`src/rtl/sdram_port_arbiter.sv`:
```
`default_nettype none
// +---------------------------------------------------------------------------+
// | sdram_port_arbiter: round-robin sharing of one SDRAM word port by two     |
// | requesters, one transaction at a time, with a completion watchdog.        |
// | Revision: 1.0                                                             |
// +---------------------------------------------------------------------------+
module sdram_port_arbiter #(
  parameter int          TIMEOUT_CYCLES = 1023,
  parameter logic [31:0] TIMEOUT_RDATA  = 32'hDEADBEEF
) (
  input  logic        clk,
  input  logic        reset,
  input  logic        p0_req,
  input  logic        p0_we,
  input  logic [23:0] p0_addr,
  input  logic [31:0] p0_wdata,
  output logic        p0_ack,
  output logic [31:0] p0_rdata,
  input  logic        p1_req,
  input  logic        p1_we,
  input  logic [23:0] p1_addr,
  input  logic [31:0] p1_wdata,
  output logic        p1_ack,
  output logic [31:0] p1_rdata,
  output logic        sdram_rd,
  output logic        sdram_wr,
  output logic [23:0] sdram_addr,
  output logic [31:0] sdram_wdata,
  input  logic [31:0] sdram_rdata,
  input  logic        sdram_busy,
  input  logic        sdram_rdata_valid,
  output logic        owner,
  output logic        active,
  output logic        err_timeout
);

  localparam logic [1:0] S_IDLE    = 2'd0;
  localparam logic [1:0] S_WAIT_RD = 2'd1;
  localparam logic [1:0] S_WAIT_WR = 2'd2;
  localparam logic [9:0] C_TIMEOUT = 10'(TIMEOUT_CYCLES);

  logic [1:0]  r_state;
  logic [9:0]  r_timer;
  logic        r_started;
  logic        r_last;
  logic        r_owner;
  logic        r_active;
  logic        r_err;
  logic        r_rd;
  logic        r_wr;
  logic [23:0] r_addr;
  logic [31:0] r_wdata;
  logic [1:0]  r_ack;
  logic [31:0] r_rdata0;
  logic [31:0] r_rdata1;

  logic        w_q0;
  logic        w_q1;
  logic        w_grant;
  logic        w_gnt_port;
  logic        w_gnt_we;
  logic [23:0] w_gnt_addr;
  logic [31:0] w_gnt_wdata;
  logic [9:0]  w_timer_inc;
  logic        w_timeout;
  logic        w_done;
  logic        w_done_err;
  logic [31:0] w_done_data;

  // A port whose ack is high this cycle is masked so it cannot be re-granted
  // while its requester is still dropping req.
  always_comb begin
    w_q0        = p0_req & ~r_ack[0];
    w_q1        = p1_req & ~r_ack[1];
    w_grant     = (r_state == S_IDLE) & ~sdram_busy & (w_q0 | w_q1);
    w_gnt_port  = (w_q0 & w_q1) ? ~r_last : w_q1;
    w_gnt_we    = w_gnt_port ? p1_we    : p0_we;
    w_gnt_addr  = w_gnt_port ? p1_addr  : p0_addr;
    w_gnt_wdata = w_gnt_port ? p1_wdata : p0_wdata;
    w_timer_inc = r_timer + 10'd1;
    w_timeout   = (w_timer_inc == C_TIMEOUT);
  end

  // A real completion event takes priority over a coincident timeout.
  always_comb begin
    w_done      = 1'b0;
    w_done_err  = 1'b0;
    w_done_data = 32'h0;
    case (r_state)
      S_WAIT_RD: begin
        if (sdram_rdata_valid) begin
          w_done      = 1'b1;
          w_done_data = sdram_rdata;
        end else if (w_timeout) begin
          w_done      = 1'b1;
          w_done_err  = 1'b1;
          w_done_data = TIMEOUT_RDATA;
        end
      end
      S_WAIT_WR: begin
        if (r_started & ~sdram_busy) begin
          w_done = 1'b1;
        end else if (w_timeout) begin
          w_done     = 1'b1;
          w_done_err = 1'b1;
        end
      end
      default: ;
    endcase
  end

  always_ff @(posedge clk or posedge reset) begin
    if (reset) begin
      r_state   <= S_IDLE;
      r_timer   <= 10'd0;
      r_started <= 1'b0;
      r_last    <= 1'b1;
      r_owner   <= 1'b0;
      r_active  <= 1'b0;
      r_err     <= 1'b0;
      r_rd      <= 1'b0;
      r_wr      <= 1'b0;
      r_addr    <= 24'h0;
      r_wdata   <= 32'h0;
      r_ack     <= 2'b00;
      r_rdata0  <= 32'h0;
      r_rdata1  <= 32'h0;
    end else begin
      r_rd     <= 1'b0;
      r_wr     <= 1'b0;
      r_ack    <= 2'b00;
      r_rdata0 <= 32'h0;
      r_rdata1 <= 32'h0;
      case (r_state)
        S_IDLE: begin
          if (w_grant) begin
            r_addr    <= w_gnt_addr;
            r_wdata   <= w_gnt_wdata;
            r_rd      <= ~w_gnt_we;
            r_wr      <= w_gnt_we;
            r_owner   <= w_gnt_port;
            r_last    <= w_gnt_port;
            r_active  <= 1'b1;
            r_timer   <= 10'd0;
            r_started <= 1'b0;
            r_state   <= w_gnt_we ? S_WAIT_WR : S_WAIT_RD;
          end
        end
        S_WAIT_RD, S_WAIT_WR: begin
          r_timer <= w_timer_inc;
          if ((r_state == S_WAIT_WR) && sdram_busy) begin
            r_started <= 1'b1;
          end
          if (w_done) begin
            r_state  <= S_IDLE;
            r_active <= 1'b0;
            if (w_done_err) begin
              r_err <= 1'b1;
            end
            if (r_owner) begin
              r_ack[1] <= 1'b1;
              r_rdata1 <= w_done_data;
            end else begin
              r_ack[0] <= 1'b1;
              r_rdata0 <= w_done_data;
            end
          end
        end
        default: r_state <= S_IDLE;
      endcase
    end
  end

  assign p0_ack      = r_ack[0];
  assign p1_ack      = r_ack[1];
  assign p0_rdata    = r_rdata0;
  assign p1_rdata    = r_rdata1;
  assign sdram_rd    = r_rd;
  assign sdram_wr    = r_wr;
  assign sdram_addr  = r_addr;
  assign sdram_wdata = r_wdata;
  assign owner       = r_owner;
  assign active      = r_active;
  assign err_timeout = r_err;

endmodule
`default_nettype wire

```
`config.mk`:
```
export PLATFORM = sky130hd
export DESIGN_NAME = sdram_port_arbiter
export DESIGN_NICKNAME = d
export VERILOG_FILES = /design/src/rtl/sdram_port_arbiter.sv
export SDC_FILE = /design/constraint.sdc
export NUM_CORES = 1
export LEC_CHECK = 0
export ABC_AREA = 1
export BUFFER_PORTS_ARGS = -buffer_cell sky130_fd_sc_hd__clkbuf_2
export CORE_ASPECT_RATIO = 1.25
export CORE_MARGIN = 2
export CORE_UTILIZATION = 48
export CTS_BUF_LIST = sky130_fd_sc_hd__clkbuf_8
export DETAILED_ROUTE_END_ITERATION = 12
export PLACE_DENSITY = 0.86
export SYNTH_ARGS = -nofsm -noshare
export SYNTH_HDL_FRONTEND = slang
export SYNTH_SLANG_ARGS = --single-unit
```
`constraint.sdc`:
```
create_clock -name clk -period 4.59 [get_ports clk]
set_input_delay 0 -clock clk [delete_from_list [all_inputs] [get_ports clk]]
set_output_delay 0 -clock clk [all_outputs]
set_load 0.01 [all_outputs]
```
==> results of run 1 <==
[power by group through the flow]
stage                     clock [mW]  combinational, mW  sequential (mW)
after floorplan                    0              0.707             1.85
after global placement             0               1.37             1.73
after detailed placement           0               1.41             1.75
after CTS                       1.04               1.88             1.73
after global routing            1.11               2.19             1.80
final                           1.05               2.06             1.78
[registers in the layout, indices dropped and copies added, names as in the netlist]
signal and cells:
err_timeout 1, sdram_addr 24, sdram_rd 1, active 1, p1_rdata 32, r_state 2, sdram_wr 1, r_ack 2
sdram_wdata 32, p0_rdata 32, r_started 1, owner 1, r_last 1, r_timer 10
[cell families after synthesis]
family,Yosys count,synth area share (%)
compound gates,158,14.2
buf+inv,66,4.64
fa+ha+maj,5,1.09
xor+xnor,2,0.306
simple gates,259,18.1
flops,141,61.7
[synthesized netlist by cell type]
cell      instances
a21oi_1           1
buf_2             7
buf_4             2
clkbuf_1         25
clkbuf_2          1
dfrtp_1         140
dfstp_2           1
ha_1              5
inv_1            29
inv_2             2
nand2_1         107
nand2_2           3
nand3_1          11
nand3_2           3
nand4_1           2
nor2_1          128
nor2_2            1
nor2_4            1
o21ai_0         140
o21ai_1          11
o21ai_4           1
o21bai_1          1
o22ai_1           4
or2_1             1
or2_2             2
xnor2_1           1
xor2_1            1
[cell type report]
| class | count | area (um2) | share of cell area (%) |
|---|---|---|---|
| multi-input cells | 424 | 1930 | 21.2 |
| diodes | 1 | 2.50 | 0.0274 |
| repair buffers | 432 | 2920 | 32.0 |
| flip-flops and latches | 141 | 3530 | 38.7 |
| clock buffers | 17 | 234 | 2.57 |
| well taps | 161 | 201 | 2.21 |
| clock inverters | 15 | 175 | 1.92 |
| inverters | 31 | 121 | 1.33 |
[cell usage in the layout, fill, tap and decap left out, drive strengths merged, types with 2 or more instances in the layout]
master and count:
clkbuf 295, o21ai 152, dlygate4sd3 150, dfrtp 140, nor2 130, nand2 110
inv 40, nand3 14, ha 5, o22ai 4, buf 4, or2 3
nand4 2, clkinvlp 2, bufinv 2, clkinv 2
[worst reg2reg max path: cells and delay by family (launching register included)]
kind | cells | cell delay [ns]
AOI/OAI and AO/OA | 1 | 0.13
buffers and inverters | 5 | 2.03
DFF | 1 | 0.53
and+or+nand+nor | 6 | 0.81
[through the flow]
step | utilization [%] | hold slack, ns | area, um2
detailed placement | 62.1 | 0.183 | 7210
finish | 78.5 | 0.214 | 9120
global route | 78.5 | 0.283 | 9120
global placement | 62.1 | 0.169 | 7210
CTS | 78.5 | 0.241 | 9120
floorplan | - | 0.146 | 5720
[final timing paths]
path,from,depth (start not counted),end
hold reg to reg,r_last$_DFFE_PP1P_,2,r_last$_DFFE_PP1P_
max in group asynchronous,reset,4,p0_rdata[8]$_DFF_PP0_
min in group clk,sdram_rdata[17],4,p1_rdata[17]$_DFF_PP0_
setup / recovery,r_last$_DFFE_PP1P_,12,r_state[0]$_DFFE_PP0P_
hold / removal,reset,3,sdram_wdata[2]$_DFFE_PP0P_
setup reg to reg,r_last$_DFFE_PP1P_,12,r_state[0]$_DFFE_PP0P_
[timing repair]
action | CTS | global route
resized for setup | 0 | 0
hold buffers | 150 | 0
buffers inserted | 0 | 0
endpoints found under the hold margin | 205 | 0
[layer usage]
| layer | vias up | wire length, um | GRT usage, % |
|---|---|---|---|
| li1 | 2875 | - | - |
| met1 | 3114 | 7800 | 40.8 |
| met2 | 581 | 11100 | 59.8 |
| met3 | 115 | 2460 | 8.71 |
| met4 | 0 | 1370 | 20.3 |
| met5 | - | 0 | 0 |
==> run metrics, run 1 <==
CTS tree=yes; largest net degree at the start of global routing=83; final-layout fill cell count=649; CP arrival=3.93 ns; wire length of the first global-routing pass=34.7 mm; Hold Vio Cnt, Final=0; count of cell types in the netlist=27; Clk pin slew, worst setup/hold paths=0.10 ns; antenna-violating nets left=0; Reg2Reg Setup Slack=1.04 ns; vias in the first global route=6757; vias=6685; Critical Path Fanout Max=58; flops & latches, synth=141; Placed Cells incl. Taps=1039; core footprint=0.0116 mm2; LEAKAGE=4.70 nW; Worst Setup Path Type=reg -> reg; sequential share of the synthesized area=61.7%; Mapped Cells=631; max-slew headroom at the worst pin=31.6%; HPWL after DPL=11.9 mm; CP max stage delay=0.62 ns; setup TNS=0 ns; Syn-to-layout area delta=59.5%; number of antenna violations at the first check in global routing=1; worst setup margin=1.04 ns; wire per inst=18.6 um; CP required=4.97 ns; FMAX=282 MHz; CTS Buffer Depth=2; Crit-path slowest cell=dlygate4sd3_1; clock network fraction of design power=21.5%; Reg power frac=36.4%; worst clock skew=0.0210 ns; Die Ht=126 um; number of max-cap violations=0; synthesis warning total=0; Final Setup Violations=0; Net Sw Power=1.95 mW; Root Buffer=clkbuf_8; switch share=39.9%; Syn Area/Cell=9.06 um2; routed vias/inst=5.47; CTS buffer count=17; syn_nets=788; htree depth=4; Post-Layout Cell Count=1222; pre-CTS setup slack=1.69 ns; delay-heaviest family, CP=buffers and inverters; Combinational Power Share=42.1%; Residual DRC=0; Initial Util=49.2%; IO Pins=279; Cell Area, Synth=0.00572 mm2; Final min period=3.55 ns; Area contributors post-synth=dfrtp_1 (61%), o21ai_0 (12%), nor2_1 (8.4%); P_int=2.93 mW; Max IR drop VDD=325 uV; area leader, netlist=dfrtp_1; 1st-pass router iterations=5; gr usage total=35.6%; RePlAce Congestion=0.824; Iteration-0 DRC Markers=471; Die ar.=0.0128 mm2; Die W=102 um; Final Total Pwr=4.88 mW; nets=1204; FP Rows=44; Max Slew Vio Count=0; crit-path cells=nand3_1 -> nand2_2 -> buf_4 -> inv_1 -> buf_4 -> or2_2 -> o21ai_0 -> dlygate4sd3_1 -> inv_1 -> nor2_1 -> nand2_1 -> nand2_1; layout cells sized above 1=31.2%; DRT Wirelength=22.7 mm; Worst-Margin Slew=1.02 ns; final worst-path cycle share=77.4%; top cell type's share of synthesized area=61.3%; crit end category=register; total congestion overflow=0; Pwr per Cell Area=535 mW/mm2; CTS sink cnt=141; Worst Hold Class=in -> async; worst path bufs/invs=5; status=complete, no violations; Clk Latency, worst-skew pair=0.45 ns; startpoint types=register; Port Buf Inserts=278; RSZ-0062 raised after global routing=false
Note: power is estimated with default switching activity, not from simulation.
==> inputs of run 2 (changes only) <==
--- a/config.mk
+++ b/config.mk
@@ -5,14 +5,14 @@
 export SDC_FILE = /design/constraint.sdc
 export NUM_CORES = 1
 export LEC_CHECK = 0
-export ABC_AREA = 1
+export ABC_AREA = 0
 export BUFFER_PORTS_ARGS = -buffer_cell sky130_fd_sc_hd__clkbuf_2
 export CORE_ASPECT_RATIO = 1.25
 export CORE_MARGIN = 2
-export CORE_UTILIZATION = 48
+export CORE_UTILIZATION = 44
 export CTS_BUF_LIST = sky130_fd_sc_hd__clkbuf_8
 export DETAILED_ROUTE_END_ITERATION = 12
-export PLACE_DENSITY = 0.86
+export PLACE_DENSITY = 0.82
 export SYNTH_ARGS = -nofsm -noshare
 export SYNTH_HDL_FRONTEND = slang
 export SYNTH_SLANG_ARGS = --single-unit
==> constraint.sdc (replaced) <==
create_clock -name clk -period 2.91 [get_ports clk]
set_input_delay 0 -clock clk [delete_from_list [all_inputs] [get_ports clk]]
set_output_delay 0 -clock clk [all_outputs]
set_load 0.01 [all_outputs]
==> run metrics, run 2 <==
status=complete, no violations; RePlAce Congestion=0.853; Worst-Margin Slew=0.824 ns; Hold Vio Cnt, Final=0; vias in the first global route=6579; synthesis warning total=0; CTS sink cnt=141; Max Slew Vio Count=0; Commonest cells post-synth=dfrtp_1 (140), nand2_1 (74), o21ai_0 (65); Clk Latency, worst-skew pair=0.44 ns; final worst-path cycle share=88.0%; Critical Path Fanout Max=39; 1st-pass router iterations=5; most common cell in the netlist=dfrtp_1; antenna-violating nets left=0; Worst Setup Path Type=reg -> reg; total congestion overflow=0; worst setup margin=0.350 ns; htree depth=4; LEAKAGE=4.97 nW; worst hold slack=0.0461 ns; worst clock skew=0.0173 ns; vias=6119; Die Ht=136 um; Root Buffer=clkbuf_8; Max IR drop VDD=391 uV; gr usage total=28.7%; Die ar.=0.0149 mm2; max-slew headroom at the worst pin=45.0%; Area contributors post-synth=dfrtp_1 (57%), mux2i_1 (9.8%), o21ai_0 (5.3%); Post-CTS Setup Bufs=0; CTS buffer count=17; routed vias/inst=5.29; number of synthesized flops with an enable pin=0; area leader, netlist=dfrtp_1; FP Rows=48; crit end category=register; ys async rst share=100%; Clk pin slew, worst setup/hold paths=0.07 ns; number of antenna diodes=0; nets=1128; Syn-to-layout area delta=56.2%; Placed Cells incl. Taps=979; CTS tree=yes; Pwr per Cell Area=712 mW/mm2; CP required=3.19 ns; RSZ-0062 raised after global routing=false; CP arrival=2.84 ns; DRT Wirelength=20.8 mm; Post-synth top flop=dfrtp_1; sequential share of the synthesized area=57.6%; syn_nets=713; top cell type's share of synthesized area=57.2%; Mapped Cells=556; Die W=110 um; Final Util=69.9%; Cell Area, Synth=0.00613 mm2; Port Buf Inserts=278; Worst Hold Class=in -> reg; pre-CTS setup slack=0.634 ns; FMAX=391 MHz; Reg2Reg Setup Slack=0.35 ns; startpoint types=register; number of antenna violations at the first check in global routing=0; commonest non-fill, non-tap cell in the layout=clkbuf_2; wire length of the first global-routing pass=32.6 mm; Residual DRC=0; core footprint=0.0137 mm2; wire per inst=17.9 um; CTS Buffer Depth=2; commonest non-fill, non-tap cells in the layout=clkbuf_2 (278), dlygate4sd3_1 (148), dfrtp_1 (140); IO Pins=279; count of cell types in the netlist=47; Iteration-0 DRC Markers=233; number of max-cap violations=0; largest net degree at the start of global routing=142; setup TNS=0 ns; Syn Area/Cell=11.0 um2; flops & latches, synth=141; Final Setup Violations=0; Post-Layout Cell Count=1157; layout cells sized above 1=35.3%; Final min period=2.56 ns; Initial Util=44.7%; HPWL after DPL=11.8 mm
-- run 2: changes by cell type after synthesis, moves of 5 or more --
| cell | delta |
|---|---|
| a21o_1 | +5 |
| nor3_1 | +44 |
| nor2_1 | -126 |
| inv_1 | -18 |
| nand3_1 | -7 |
| o21ai_0 | -75 |
| nor3_2 | +20 |
| o21ai_1 | -11 |
| nand2_1 | -33 |
| a22o_1 | +8 |
| mux2i_1 | +60 |
| nor2b_1 | +27 |
-- run 2: cell families after synthesis --
group / synth area share, %
buffers and inverters: 3.55
and+or+nand+nor: 16.9
AOI/OAI and AO/OA: 11.1
adders and majority gates: 1.02
DFF: 57.6
muxes: 9.80
-- run 2: power by group --
group / total, mW / internal (mW) / switching (mW)
logic: 2.49 / 1.06 / 1.43
clock network: 1.59 / 0.857 / 0.734
registers: 2.73 / 2.42 / 0.315
-- run 2: critical path: stages, from the launching register on --
cell	delay, ns
dfrtp_1	0.38
nand2b_1	0.22
o21bai_4	0.46
buf_12	0.34
mux2i_1	0.28
dlygate4sd3_1	0.60
o21ai_0	0.11
-- run 2: final cells by class --
type                    count  area (um2)
multi-input cells         364        2400
repair buffers            436        2970
clock buffers              18         248
fillers                   950        4120
flip-flops and latches    141        3530
clock inverters            12         150
well taps                 175         219
inverters                  11        45.0
-- run 2: path summary, 6_finish.rpt --
path	to	cells after the start	startpoint
hold reg to reg	err_timeout$_DFFE_PP0P_	1	err_timeout$_DFFE_PP0P_
setup reg to reg	sdram_wdata[1]$_DFFE_PP0P_	6	r_ack[0]$_DFF_PP0_
setup / recovery	sdram_wdata[1]$_DFFE_PP0P_	6	r_ack[0]$_DFF_PP0_
min in group asynchronous	sdram_wdata[10]$_DFFE_PP0P_	4	reset
max in group asynchronous	r_state[0]$_DFFE_PP0P_	4	reset
hold / removal	sdram_wr$_DFF_PP0_	4	p0_we
-- run 2: metal layers --
| layer | vias to the layer above | GRT usage, % | routed length (um) |
|---|---|---|---|
| li1 | 2767 | - | - |
| met1 | 2959 | 31.2 | 7240 |
| met2 | 288 | 49.7 | 11100 |
| met3 | 105 | 7.72 | 1210 |
| met4 | 0 | 16.6 | 1170 |
| met5 | - | 0 | 0 |
-- run 2: repair_timing --
action / in CTS / in global routing
hold endpoints to repair: 264 / 0
gates resized for setup: 0 / 0
hold buffers: 148 / 0
-- run 2: through the flow --
stage                     power, mW  area [um2]
final                          6.81        9570
after floorplan                3.93        6130
after global placement         4.76        7690
after CTS                      6.71        9570
after detailed placement       4.82        7690
after global routing           7.20        9570
